[src/rtl/ex_muldiv.sv]
// Iterative EX-stage multiply/divide unit with private HI/LO registers.
// Define MULDIV_FAST_MUL_EN for a single-cycle combinational multiply path.
module ex_muldiv #(
    parameter int                DATA_W  = 32,
    parameter int                CNT_W   = 6,
    parameter logic [DATA_W-1:0] DIV0_LO = 32'hFFFF_FFFF
) (
    input  logic              clk,
    input  logic              rst,
    input  logic              flush,
    input  logic              start,
    input  logic [3:0]        op,
    input  logic [DATA_W-1:0] src_a,
    input  logic [DATA_W-1:0] src_b,
    output logic              busy,
    output logic              done,
    output logic [DATA_W-1:0] hi,
    output logic [DATA_W-1:0] lo,
    output logic              stallreq
);

    localparam logic [1:0] S_IDLE = 2'd0;
    localparam logic [1:0] S_MUL  = 2'd1;
    localparam logic [1:0] S_DIV  = 2'd2;
    localparam logic [1:0] S_FIN  = 2'd3;

    localparam logic [CNT_W-1:0] LAST_STEP = CNT_W'(DATA_W - 1);

    function automatic logic f_onehot4(input logic [3:0] v);
        return (v != 4'd0) && ((v & (v - 4'd1)) == 4'd0);
    endfunction

    function automatic logic [DATA_W-1:0] f_neg_w(input logic [DATA_W-1:0] v, input logic neg);
        return neg ? (~v + 1'b1) : v;
    endfunction

    function automatic logic [2*DATA_W-1:0] f_neg_dw(input logic [2*DATA_W-1:0] v, input logic neg);
        return neg ? (~v + 1'b1) : v;
    endfunction

    // Two's-complement magnitude; 0x8000_0000 maps to itself, read as unsigned.
    function automatic logic [DATA_W-1:0] f_mag(input logic signed [DATA_W-1:0] v, input logic is_signed);
        return f_neg_w(DATA_W'(v), is_signed && (v < 0));
    endfunction

    logic [1:0]          r_state;
    logic [CNT_W-1:0]    r_cnt;
    logic [DATA_W-1:0]   r_hi;
    logic [DATA_W-1:0]   r_lo;

    logic                r_is_mul;
    logic                r_neg_q;
    logic                r_neg_r;
    logic                r_div0;
    logic [DATA_W-1:0]   r_src_a;
    logic [2*DATA_W-1:0] r_acc;
    logic [2*DATA_W-1:0] r_mcand;
    logic [DATA_W-1:0]   r_mplier;
    logic [DATA_W-1:0]   r_rem;
    logic [DATA_W-1:0]   r_quo;
    logic [DATA_W-1:0]   r_dvs;

    logic                w_op_ok;
    logic                w_accept;
    logic                w_signed;
    logic                w_is_mul;
    logic [DATA_W-1:0]   w_mag_a;
    logic [DATA_W-1:0]   w_mag_b;
    logic [DATA_W:0]     w_shift;
    logic                w_fit;
    logic [DATA_W-1:0]   w_diff;
    logic [2*DATA_W-1:0] w_prod;
    logic [DATA_W-1:0]   w_quo_s;
    logic [DATA_W-1:0]   w_rem_s;
    logic [DATA_W-1:0]   w_res_hi;
    logic [DATA_W-1:0]   w_res_lo;

    assign w_op_ok  = f_onehot4(op);
    assign w_accept = (r_state == S_IDLE) && start && w_op_ok && !flush;
    assign w_signed = op[3] | op[1];
    assign w_is_mul = op[3] | op[2];
    assign w_mag_a  = f_mag(src_a, w_signed);
    assign w_mag_b  = f_mag(src_b, w_signed);

    // Restoring division step: shift in the next dividend bit, subtract if it fits.
    assign w_shift  = {r_rem, r_quo[DATA_W-1]};
    assign w_fit    = (w_shift >= {1'b0, r_dvs});
    assign w_diff   = w_shift[DATA_W-1:0] - r_dvs;

    assign w_prod   = f_neg_dw(r_acc, r_neg_q);
    assign w_quo_s  = f_neg_w(r_quo, r_neg_q);
    assign w_rem_s  = f_neg_w(r_rem, r_neg_r);

    always_comb begin
        w_res_hi = w_rem_s;
        w_res_lo = w_quo_s;
        if (r_is_mul) begin
            w_res_hi = w_prod[2*DATA_W-1:DATA_W];
            w_res_lo = w_prod[DATA_W-1:0];
        end else if (r_div0) begin
            w_res_hi = r_src_a;
            w_res_lo = DIV0_LO;
        end
    end

    always_ff @(posedge clk) begin
        if (!rst) begin
            r_state <= S_IDLE;
            r_cnt   <= '0;
            r_hi    <= '0;
            r_lo    <= '0;
        end else begin
            case (r_state)
                S_IDLE: begin
                    if (w_accept) begin
                        r_state <= w_is_mul ? S_MUL : S_DIV;
                        r_cnt   <= '0;
                    end
                end
                S_MUL: begin
                    if (flush) begin
                        r_state <= S_IDLE;
                    end else begin
`ifdef MULDIV_FAST_MUL_EN
                        r_state <= S_FIN;
`else
                        r_cnt <= r_cnt + 1'b1;
                        if (r_cnt == LAST_STEP) r_state <= S_FIN;
`endif
                    end
                end
                S_DIV: begin
                    if (flush) begin
                        r_state <= S_IDLE;
                    end else if (r_div0) begin
                        r_state <= S_FIN;
                    end else begin
                        r_cnt <= r_cnt + 1'b1;
                        if (r_cnt == LAST_STEP) r_state <= S_FIN;
                    end
                end
                default: begin
                    r_state <= S_IDLE;
                    if (!flush) begin
                        r_hi <= w_res_hi;
                        r_lo <= w_res_lo;
                    end
                end
            endcase
        end
    end

    // Working registers are only meaningful after an accept, so they carry no reset.
    always_ff @(posedge clk) begin
        if (w_accept) begin
            r_is_mul <= w_is_mul;
            r_src_a  <= src_a;
            r_div0   <= (src_b == '0);
            r_neg_q  <= w_signed & (src_a[DATA_W-1] ^ src_b[DATA_W-1]);
            r_neg_r  <= w_signed & src_a[DATA_W-1];
            r_acc    <= '0;
            r_mcand  <= {{DATA_W{1'b0}}, w_mag_a};
            r_mplier <= w_mag_b;
            r_rem    <= '0;
            r_quo    <= w_mag_a;
            r_dvs    <= w_mag_b;
        end else if (r_state == S_MUL) begin
`ifdef MULDIV_FAST_MUL_EN
            r_acc <= r_mcand * {{DATA_W{1'b0}}, r_mplier};
`else
            if (r_mplier[0]) r_acc <= r_acc + r_mcand;
            r_mcand  <= r_mcand << 1;
            r_mplier <= r_mplier >> 1;
`endif
        end else if (r_state == S_DIV && !r_div0) begin
            r_rem <= w_fit ? w_diff : w_shift[DATA_W-1:0];
            r_quo <= {r_quo[DATA_W-2:0], w_fit};
        end
    end

    assign busy     = (r_state != S_IDLE);
    assign done     = (r_state == S_FIN) && !flush && rst;
    assign hi       = r_hi;
    assign lo       = r_lo;
    assign stallreq = ((r_state == S_IDLE) && start && w_op_ok) ||
                      (r_state == S_MUL) || (r_state == S_DIV);

endmodule

[config.mk]
export PLATFORM = sky130hd
export DESIGN_NAME = ex_muldiv
export DESIGN_NICKNAME = d
export VERILOG_FILES = /design/src/rtl/ex_muldiv.sv
export SDC_FILE = /design/constraint.sdc
export NUM_CORES = 1
export LEC_CHECK = 0
export BUFFER_PORTS_ARGS = -buffer_cell sky130_fd_sc_hd__buf_2
export CAP_MARGIN = 20
export CORE_ASPECT_RATIO = 0.6
export CORE_MARGIN = 2
export CORE_UTILIZATION = 30
export DETAILED_ROUTE_END_ITERATION = 16
export SYNTH_ARGS = -nofsm -noshare
export SYNTH_HDL_FRONTEND = slang
export SYNTH_SLANG_ARGS = --single-unit
export TNS_END_PERCENT = 50
[constraint.sdc]
create_clock -name clk -period 6.75 [get_ports clk]
set_input_delay 1.35 -clock clk [delete_from_list [all_inputs] [get_ports clk]]
set_output_delay 1.35 -clock clk [all_outputs]
set_load 0.05 [all_outputs]
==> flow_summary.yaml <==
setup_path:
  crit_buf_inv: 2
  reg2reg_depth: 9
  crit_slowest_cell: "nor4_1"
  regToRegEndpoint: "hi[31]"
  r2r_slack_ns: 2.26
  cp_slowest_stage_delay_ns: 0.77
  crit_type: "in -> reg"
  cpMostUsedCell: "nor4_1"
  r2r_start: "r_acc[2]"
  cpLargestDelayFamily: "simple AND/OR/NAND/NOR gates"
  crit_path_max_fanout: 5
  critPathCaptureType: "flip-flop"
  critical_path.cell_chain: "buf_2 > inv_1 > ha_1 > or4b_2 > nor3_1 > nand2_1 > or4_1 > nor4_1 > nand3_1 > nor4_1 > nor2_1 > xor2_1 > mux2_2"
  cp_data_required_time_ns: 7.06
  start_kind: "input port"
  crit_arrival_ns: 5.05
sta:
  finalCritPeriodShare: 0.702
  slew_headroom: 0.225
  tns_ns: 0
  slew_viol_final: 0
  hold_viol_final: 0
  max_freq_mhz: 211
  tightest_slew_ns: 1.16
  fin_crit_ns: 4.74
  fin_ws_ns: 2.01
  rsz0062_at_grt: "false"
  fin_worst_skew_ns: 0.0300
  finalSetupViolCount: 0
logic_synthesis:
  synth_mux_area_frac: 0.0262
  synthMostInstantiatedCell: "nand2_1"
  ys_types: 76
  synthFlopType: "dfxtp_1"
  synth_top_family_by_area: "compound AO/OA/AOI/OAI gates"
  ys_seq_elements: 364
  synthesis.nets: 2954
  synth_compound_area_frac: 0.230
  synth_fa_ha_area_frac: 0.0578
  synth_area_leaders: "edfxtp_1 21%, dfxtp_1 17%, a21oi_1 5.7%"
  yosys_warnings: 0
  synth_edf_count: 164
  synth_top_cell_area_share: 0.208
  synthSimpleGateAreaFrac: 0.179
  seq_area_frac_synth: 0.378
  synth_top_area_cell: "edfxtp_1"
  avgSynthCellArea_um2: 8.52
  synthCells: 2774
  ys_async_sr_fraction: 0
  synth_xor_area_frac: 0.0912
  synth.top_cells.by_count: "349 x nand2_1, 271 x a21oi_1, 207 x o21ai_0"
  synth_area_um2: 23600
grt:
  grt_pass1_vias: 18800
  antenna_found_initial: 15
  gr-usage-all-layers: 0.183
  grt_start_max_net_pins: 86
  grt_pass1_wl_um: 117000
  grt.overflow.total: 0
drt:
  drt_iter0_drc: 2311
  remaining_drc_errors: 0
  vias: 21300
  first_pass_iters: 6
  wire_per_inst_um: 19.5
  wirelength_um: 76500
  via_per_inst: 5.43
  antenna_left: 0
finish:
  final_area_um2: 26700
  multi_input_area_um2: 13800
  regArea_um2: 8930
  fillCellCount: 8106
  post-route-util: 0.344
  num-nets-final: 3003
  layout-drive-gt1-share: 0.0977
  area_delta_synth_final_pct: 13.2
placed_design:
  placed_cell_area_um2: 25300
  dpl.hpwl_um: 57300
  gp_congestion: 0.947
  dp_slack_ns: 1.48
  io_buffers: 138
cts:
  cts.sinks: 364
  clockRootBuffer: "clkbuf_16"
  cts_resized: 0
  clock_latency_ns: 0.59
  ctsLongestPathBuffers: 3
  h-tree-depth: 2
  post_cts_buffers: 0
  cts_tree: "done"
  path_clk_slew_ns: 0.07
  cts_buffers: 41
  ctsHoldBuffers: 0
flow_run:
  maxCapViolCount: 0
hold_path:
  holdPathEnd: "hi[23]"
  holdPathStages: 2
  hp-class: "reg -> reg"
  hold_start: "hi[23]"
floorplan:
  die_y_um: 221
  start_util: 0.304
  io_pins: 139
  die_x_um: 366
  row_count: 79
  die-area_um2: 81100
  coreArea_um2: 77800
pwr:
  ir_drop_v: 0.000211
  powerDensity_nw_per_um2: 373
  p_leak_nw: 10.5
outcome:
  outcome: "completed"
## flip-flops by register name, summed over array words and instances, names as in the netlist, 6 cells and up
signal,flops
r_cnt,6
hi,32
r_dvs,32
r_acc,64
lo,32
r_rem,32
r_quo,32
r_mplier,32
r_src_a,32
r_mcand,64
## metal layers
metal / vias up / global-route usage / routed length [um]
met1: 10200 / 0.290 / 39000
met3: 94 / 0.0515 / 7770
met2: 812 / 0.235 / 28300
met4: 14 / 0.0394 / 1400
met5: - / 0 / 86
li1: 10200 / - / -
## cell families (layout without fill, tap and decap cells)
family / count (synthesis) / after routing
AO/OA/AOI/OAI: 863 / 863
XOR/XNOR: 246 / 246
adder cells (fa/ha/maj): 108 / 108
buffers and inverters: 237 / 319
flip-flops: 364 / 364
multiplexers: 61 / 61
other: 0 / 8
AND/OR/NAND/NOR: 895 / 895
## how the worst max path moves through the flow
| stage | start | to | slack [ns] | depth (start not counted) |
|---|---|---|---|---|
| floorplan | op[0] | r_div0 | 1.53 | 10 |
| global placement | src_b[0] | r_mplier[30] | 1.48 | 13 |
| detailed placement | src_b[0] | r_mplier[30] | 1.48 | 13 |
| CTS | src_b[0] | r_mplier[30] | 2.06 | 13 |
| global route | src_b[0] | r_mplier[30] | 1.62 | 13 |
| finish | src_b[0] | r_mplier[30] | 2.01 | 13 |
## final cells by class
class,count,share of cell area
Timing Repair Buffer,165,0.0348
Tap cell,1053,0.0493
Antenna cell,8,0.000748
Inverter,78,0.0112
Multi-Input combinational cell,2173,0.518
Sequential cell,364,0.334
Clock buffer,49,0.0422
Clock inverter,27,0.0104
## worst reg2reg max path, cell delays in order, from the launching register on
cell and delay [ns]:
dfxtp_1 0.39, nor4_1 0.73, nand4b_1 0.50, or4_1 0.77, or2_4 0.37, or3_1 0.57
o31ai_2 0.34, xor2_1 0.11, a211oi_1 0.50, a31o_1 0.16
## cells in the final DEF (no fill, tap or decap), types with 11 or more instances in the layout
master	netlist	layout
a211oi_1	43	43
a21boi_0	11	11
a21o_1	49	49
a21oi_1	271	271
a221oi_1	37	37
a31oi_1	15	15
and2_1	14	13
and3_1	18	18
buf_2	4	138
buf_4	0	24
clkbuf_16	0	44
dfxtp_1	200	200
edfxtp_1	164	164
ha_1	106	105
inv_1	78	77
mux2i_1	54	54
nand2_1	349	348
nand2b_1	21	18
nand3_1	48	48
nand4_1	29	29
nor2_1	191	190
nor2b_1	56	55
nor3_1	50	50
nor4_1	25	25
o211ai_1	16	16
o21a_1	75	75
o21ai_0	207	207
o21bai_1	20	20
o31ai_1	42	42
o41ai_1	18	18
or3_1	26	26
or4_1	27	27
xnor2_1	96	96
xor2_1	150	150
## through the flow
stage	hold WS, ns	std cells	power, mW
final	0.470	3917	9.99
after global routing	0.497	3911	10.7
after CTS	0.471	3907	9.93
after detailed placement	0.462	3831	7.51
after global placement	0.454	3831	7.49
after floorplan	0.453	2774	6.41
## power by group
part | switching [mW] | internal (mW)
logic | 2.55 | 1.66
clock network | 0.988 | 1.39
registers | 0.611 | 2.79
Power figures use the tool's default switching activity.
